**src/rtl/bit_ser_pkg.sv**
```systemverilog
// Shared definitions for the bit serializer: state encoding, GAP counter
// width and the level driven on x while no word bit is presented.
package bit_ser_pkg;

   typedef enum logic [1:0] {
      ST_IDLE  = 2'd0,
      ST_SHIFT = 2'd1,
      ST_PAR   = 2'd2,
      ST_GAP   = 2'd3
   } state_t;

   localparam int   GAP_CNT_W = 4;
   localparam logic X_IDLE    = 1'b0;

endpackage

```
**src/rtl/bit_serializer.sv**
```systemverilog
// Parallel-to-serial stage feeding the serial pattern detector. Words are
// accepted over valid/ready and shifted out MSB-first, one bit per clock,
// with no bubble between back-to-back words when GAP is 0.
// Optional feature: define BIT_SER_PARITY_EN to append one even-parity bit
// after each word; word_done and the next-word handshake then move to the
// parity cycle.
//
// state    | meaning
// ---------+--------------------------------------------------------------
// ST_IDLE  | waiting for a word, x held at idle level, in_ready high
// ST_SHIFT | presenting data bits MSB-first, counter tracks bits left
// ST_PAR   | presenting the even-parity bit (parity build only)
// ST_GAP   | forced idle cycles after a word, no word accepted
module bit_serializer
   import bit_ser_pkg::*;
#(
   parameter int WIDTH = 8,
   parameter int GAP   = 0
) (
   input  logic             clk,
   input  logic             rst,
   input  logic [WIDTH-1:0] in_data,
   input  logic             in_valid,
   output logic             in_ready,
   output logic             x,
   output logic             x_valid,
   output logic             word_done,
   output logic             busy
);

   localparam int                   CNT_W    = $clog2(WIDTH);
   localparam logic [CNT_W-1:0]     CNT_LOAD = CNT_W'(WIDTH - 1);
   localparam logic [GAP_CNT_W-1:0] GAP_LOAD = GAP_CNT_W'((GAP > 0) ? GAP - 1 : 0);
   localparam logic                 NO_GAP   = (GAP == 0);

   state_t                 state_q, state_d;
   logic [WIDTH-1:0]       shreg_q, shreg_d;
   logic [CNT_W-1:0]       cnt_q, cnt_d;
   logic [GAP_CNT_W-1:0]   gcnt_q, gcnt_d;
   logic                   x_d, x_valid_d;
   logic                   final_bit;
   logic                   accept;
`ifdef BIT_SER_PARITY_EN
   logic                   par_q, par_d;
`endif

   // Final bit of a word: last data bit, or the parity bit when it exists.
   always_comb begin
`ifdef BIT_SER_PARITY_EN
      final_bit = (state_q == ST_PAR);
`else
      final_bit = (state_q == ST_SHIFT) && (cnt_q == '0);
`endif
   end

   assign in_ready  = (state_q == ST_IDLE) || (final_bit && NO_GAP);
   assign accept    = in_valid && in_ready;
   assign word_done = final_bit;
   assign busy      = (state_q != ST_IDLE);

   // Next state, datapath updates and next-cycle serial outputs.
   always_comb begin
      state_d = state_q;
      shreg_d = shreg_q;
      cnt_d   = cnt_q;
      gcnt_d  = gcnt_q;
`ifdef BIT_SER_PARITY_EN
      par_d   = par_q;
`endif
      case (state_q)
         ST_IDLE: begin
            state_d = ST_IDLE;
         end
         ST_SHIFT: begin
            shreg_d = shreg_q << 1;
            if (cnt_q == '0) begin
`ifdef BIT_SER_PARITY_EN
               state_d = ST_PAR;
`else
               state_d = NO_GAP ? ST_IDLE : ST_GAP;
               gcnt_d  = GAP_LOAD;
`endif
            end else begin
               cnt_d = cnt_q - 1'b1;
            end
         end
`ifdef BIT_SER_PARITY_EN
         ST_PAR: begin
            state_d = NO_GAP ? ST_IDLE : ST_GAP;
            gcnt_d  = GAP_LOAD;
         end
`endif
         ST_GAP: begin
            if (gcnt_q == '0) begin
               state_d = ST_IDLE;
            end else begin
               gcnt_d = gcnt_q - 1'b1;
            end
         end
         default: begin
            state_d = ST_IDLE;
         end
      endcase

      // A handshake only happens in IDLE or on a gapless final bit, so it
      // always starts a fresh word regardless of the exit chosen above.
      if (accept) begin
         state_d = ST_SHIFT;
         shreg_d = in_data;
         cnt_d   = CNT_LOAD;
`ifdef BIT_SER_PARITY_EN
         par_d   = ^in_data;
`endif
      end

      x_valid_d = (state_d == ST_SHIFT);
      x_d       = (state_d == ST_SHIFT) ? shreg_d[WIDTH-1] : X_IDLE;
`ifdef BIT_SER_PARITY_EN
      if (state_d == ST_PAR) begin
         x_valid_d = 1'b1;
         x_d       = par_d;
      end
`endif
   end

   // State, datapath and registered serial outputs; reset aborts any word.
   always_ff @(posedge clk or negedge rst) begin
      if (!rst) begin
         state_q <= ST_IDLE;
         shreg_q <= '0;
         cnt_q   <= '0;
         gcnt_q  <= '0;
         x       <= X_IDLE;
         x_valid <= 1'b0;
`ifdef BIT_SER_PARITY_EN
         par_q   <= 1'b0;
`endif
      end else begin
         state_q <= state_d;
         shreg_q <= shreg_d;
         cnt_q   <= cnt_d;
         gcnt_q  <= gcnt_d;
         x       <= x_d;
         x_valid <= x_valid_d;
`ifdef BIT_SER_PARITY_EN
         par_q   <= par_d;
`endif
      end
   end

endmodule

```
**config.mk**
```make
export PLATFORM = sky130hd
export DESIGN_NAME = bit_serializer
export DESIGN_NICKNAME = d
export VERILOG_FILES = /design/src/rtl/bit_ser_pkg.sv /design/src/rtl/bit_serializer.sv
export SDC_FILE = /design/constraint.sdc
export NUM_CORES = 1
export LEC_CHECK = 0
export CAP_MARGIN = 20
export CORE_UTILIZATION = 48
export DETAILED_ROUTE_END_ITERATION = 7
export PLACE_DENSITY = 0.73
export SYNTH_ARGS = -nofsm -noshare
export SYNTH_HDL_FRONTEND = slang
export SYNTH_SLANG_ARGS = --single-unit
```
**constraint.sdc**
```tcl
create_clock -name clk -period 3.6 [get_ports clk]
set_input_delay 0.72 -clock clk [delete_from_list [all_inputs] [get_ports clk]]
set_output_delay 0.72 -clock clk [all_outputs]
set_load 0.1 [all_outputs]
```
Word-level counts from Yosys, hierarchy flattened
Cells that the tools add are included.
{"block": "totals", "register_bits": 19, "input_bits": 11, "output_inout_bits": 5, "elab_cells": 39}
{"block": "classes", "add_sub_neg": 2, "eq_ne": 6, "muxes": 13, "reduce_logical": 11}
{"op": "$mux W8", "count": 2}
{"op": "$mux W3", "count": 3}
{"op": "$mux W4", "count": 2}
{"op": "$pmux W4 S2", "count": 1}
{"op": "$mux W2", "count": 3}
{"op": "$reduce_bool A2 Y1", "count": 3}
{"op": "$eq A2 B1 Y1 const B", "count": 2}
{"op": "$logic_not A4 Y1", "count": 1}
{"op": "$ne A2 B2 Y1 const B", "count": 2}
{"op": "$pmux W2 S2", "count": 1}
{"op": "$sub A4 B1 Y4 const B", "count": 1}
{"op": "$logic_not A3 Y1", "count": 1}
{"op": "$reduce_and A3 Y1", "count": 1}
{"op": "$sub A3 B1 Y3 const B", "count": 1}
{"op": "$eq A2 B2 Y1 const B", "count": 1}
{"op": "$logic_and A1 B1 Y1", "count": 2}
{"op": "$logic_not A2 Y1", "count": 1}
{"op": "$ne A2 B1 Y1 const B", "count": 1}
{"op": "$reduce_and A2 Y1", "count": 1}
{"op": "$logic_or A1 B1 Y1", "count": 1}
{"op": "$mux W1", "count": 1}

Depth between registers and ports, before layout
{"block": "logic_depth", "word_depth": 7, "ltp_mapped": 6, "mapped_depth_nobuf": 5}

Worst setup path after synthesis
OpenSTA, ideal clock, no wires.
{"block": "synth_path", "path_type": "reg-to-output", "from": "reg cnt_q[0]", "to": "out in_ready", "t_arrival_ns": 2.236, "required_ns": 2.880, "slack_ns": 0.644, "stages_incl_launch_ff": 5, "n_path_buf": 0, "cell_sequence": "dfrtp_1 -> inv_1 -> ha_1 -> nand2b_4 -> a21oi_1"}
{"block": "synth_between", "elab_chain_len": 3}
{"element": "from (decl)", "line_no": "bit_serializer.sv:38", "text": "logic [CNT_W-1:0] cnt_q, cnt_d;"}
{"element": "from (signal assigned)", "line_no": "bit_serializer.sv:141", "text": "cnt_q <= cnt_d;"}
{"element": "$logic_not A3 Y1", "line_no": "bit_serializer.sv:52", "text": "final_bit = (state_q == ST_SHIFT) && (cnt_q == '0);"}
{"element": "$logic_and A1 B1 Y1", "line_no": "bit_serializer.sv:52"}
{"element": "$logic_or A1 B1 Y1", "line_no": "bit_serializer.sv:56", "text": "assign in_ready = (state_q == ST_IDLE) || (final_bit && NO_GAP);"}
{"element": "to (decl)", "line_no": "bit_serializer.sv:24", "text": "output logic in_ready,"}
No other way between the ends.

Final worst setup path
{"block": "layout_path", "from": "reg x_valid", "to": "out x_valid"}
{"element": "from (decl)", "line_no": "bit_serializer.sv:26", "text": "output logic x_valid,"}
{"element": "from (signal assigned)", "line_no": "bit_serializer.sv:144", "text": "x_valid <= x_valid_d;"}
No word-level cell between the ends.

==> flow_metrics.env <==
export IMPL_status="completed"
export IMPL_ys_seq_elements=18
export IMPL_num_rows=15
export IMPL_top_layer_used="met4"
export IMPL_multi_input_area_um2=463
export IMPL_postLayoutSetupSlackWorst_ns=1.13
export IMPL_numCtsBuffers=3
export IMPL_die_area_um2=2200
export IMPL_synthXorXnorAreaFrac_pct=0.903
export IMPL_finalHoldViolCount=0
export IMPL_path_cells="clkdlybuf4s50_1"
export IMPL_first_pass_iters=2
export IMPL_grt_antenna_before_repair=0
export IMPL_maxCapViolCount=0
export IMPL_hpwl_um=1150
export IMPL_tns_ns=0
export IMPL_holdPathStages=2
export IMPL_synth_area_um2=970
export IMPL_syn_mean_instance_area_um2=11.4
export IMPL_postRouteAntennaNets=0
export IMPL_critical_path_depth=1
export IMPL_clkTransAtPathRegs_ns=0.10
export IMPL_path_delay_family="buffers and inverters"
export IMPL_synth_edf_count=0
export IMPL_muxShareOfSynthArea_pct=18.8
export IMPL_grt_max_degree=19
export IMPL_synth_top_family_by_area="multiplexers"
export IMPL_drc=0
export IMPL_clock_latency_ns=0.29
export IMPL_synth_top_cell_by_area="dfrtp_1"
export IMPL_finClkSkew_ns=0.00376
export IMPL_antenna_cells=0
export IMPL_setup_viol=0
export IMPL_viasPerCell=5.19
export IMPL_post_cts_resized=0
export IMPL_hp_class="reg -> reg"
export IMPL_ys_flop_type="dfrtp_1"
export IMPL_synthArstFlopShare_pct=100
export IMPL_dp_cells=120
export IMPL_ys_seq_area_share_pct=46.5
export IMPL_slowest_delay_ns=1.12
export IMPL_cp_arrival_ns=1.75
export IMPL_layout_min_cycle_time_ns=2.47
export IMPL_synth_simple_gate_area_share_pct=14.1
export IMPL_grt_pass1_vias=606
export IMPL_gr_total_overflow=0
export IMPL_syn_num_nets=99
export IMPL_powerDensity_nw_per_um2=765
export IMPL_power_leakage_uw=0.000566
export IMPL_max_slew_margin_rel_pct=35.7
export IMPL_drive_gt1_share_pct=24.2
export IMPL_r2r_cells=3
export IMPL_core_area_um2=1800
export IMPL_max_slew_worst_pin_slew_ns=0.962
export IMPL_port_buffers=15
export IMPL_vdd_ir_drop_max_v=0.000363
export IMPL_wl_met1_um=757
export IMPL_cp_max_fo=1
export IMPL_die_w_um=46.9
export IMPL_ys_top_cells_by_area="dfrtp_1 46%, mux2_2 12%, mux2i_1 4.1%, ha_1 3.9%, o21ai_0 3.1%"
export IMPL_wl_met3_um=35
export IMPL_fmax_mhz=405
export IMPL_cts_setup_buffers=0
export IMPL_total_power_uw=880
export IMPL_post_route_period_util_pct=68.7
export IMPL_ctsHoldBuffers=0
export IMPL_crit_required_ns=2.88
export IMPL_critPathLaunchType="register"
export IMPL_cts_sinks=18
export IMPL_synthCells=85
export IMPL_dp_slack_ns=1.44
export IMPL_fin_nets=114
export IMPL_grt_use_total_pct=17.0
export IMPL_cts_buffer_depth=2
export IMPL_first_iter_violations=2
export IMPL_rsz0062_at_grt="false"
export IMPL_drt_wl_total_um=1560
export IMPL_worstSetupPathType="reg -> out"
export IMPL_wl_per_cell_um=12.6
export IMPL_synth_fa_ha_area_share_pct=3.87
export IMPL_route_met2_wl_um=759
export IMPL_io_pin_count=16
export IMPL_cts_max_level=1
export IMPL_nFillCells=164
export IMPL_fin_cells=124
export IMPL_endpoint_kind="output pin"
export IMPL_dpl_instance_area_um2=1110
export IMPL_start_util_pct=53.8
export IMPL_finalMaxSlewViolations=0
export IMPL_synth_compound_area_share_pct=10.1
export IMPL_mostFrequentLayoutCells="18 x dfrtp_1, 12 x clkdlybuf4s50_1, 10 x mux2_2"
export IMPL_cts_root_buf="clkbuf_4"
export IMPL_layout_commonest_cell="dfrtp_1"
export IMPL_final_cell_area_um2=1150
export IMPL_regArea_um2=450
export IMPL_worst_path_buf_inv=1
export IMPL_cts_tree="done"
export IMPL_netlist_area_leader_share_pct=46.5
export IMPL_vias=644
export IMPL_yosys_warnings=0
export IMPL_routabilityCongestion=0.728
export IMPL_syn2layout_area_growth_pct=18.6
export IMPL_yosysUniqueCellTypes=31
export IMPL_cp_slowest_cell="clkdlybuf4s50_1"
export IMPL_grt_pass1_wl_um=2560
export IMPL_chipHeight_um=46.9
[synth_stat cells, types with 2 or more instances]
cell and instances:
dfrtp_1 18, mux2_2 10, inv_1 7, o21ai_0 6, mux2i_1 4, buf_2 3, ha_1 3, nand2_1 3
nand2b_1 3, a21oi_1 2, a22o_1 2, and3_1 2, mux2_4 2, nor3_1 2, or2_2 2
[cells by family (layout without fill, tap and decap cells)]
family | count (synthesis) | after routing
AO/OA/AOI/OAI | 14 | 14
adder cells (fa/ha/maj) | 3 | 3
XOR/XNOR | 1 | 1
AND/OR/NAND/NOR | 21 | 21
flip-flops | 18 | 18
buffers and inverters | 12 | 26
multiplexers | 16 | 16
[where the power goes]
| part | internal [uW] | switching [uW] |
|---|---|---|
| logic | 179 | 272 |
| clock network | 61.6 | 61.0 |
| registers | 266 | 39.9 |
| total | 507 | 373 |
[state kept, by name (all words and copies together) (netlist names)]
register	count
shreg_q	7
gcnt_q	4
cnt_q	3
state_q	2
x	1
x_valid	1
[path summary, 6_finish.rpt]
path / start / endpoint / slack [ns]
setup / recovery: x_valid$_DFF_PN0_ / x_valid / 1.13
hold / removal: shreg_q[0]$_DFFE_PN0P_ / shreg_q[0]$_DFFE_PN0P_ / 0.53
setup reg to reg: state_q[0]$_DFF_PN0_ / shreg_q[2]$_DFFE_PN0P_ / 1.62
hold reg to reg: shreg_q[0]$_DFFE_PN0P_ / shreg_q[0]$_DFFE_PN0P_ / 0.53
max in group asynchronous: rst / shreg_q[2]$_DFFE_PN0P_ / 2.23
min in group asynchronous: rst / gcnt_q[1]$_DFFE_PN0P_ / 0.88
[cell type report]
cell class | instances | share of cell area [%]
tap | 25 | 2.72
sequential | 18 | 39.2
inverter | 7 | 2.29
timing repair buffer | 15 | 12.4
clock buffer | 4 | 3.16
multi-input combinational | 55 | 40.3
[per-stage QoR]
| step | util [%] | hold slack (ns) |
|---|---|---|
| 6_report | 63.8 | 0.534 |
| 5_1_grt | 63.8 | 0.552 |
| 4_1_cts | 63.8 | 0.540 |
| 3_5_place_dp | 61.8 | 0.512 |
| 3_3_place_gp | 61.8 | 0.492 |
| 2_1_floorplan | - | 0.424 |
[per-layer routing]
layer / track usage, % / up-vias
met1: 21.9 / 305
met5: 0 / -
li1: - / 328
met3: 2.31 / 2
met2: 27.2 / 9
met4: 10.3 / 0
No activity file was read; power rests on OpenSTA's default activity.
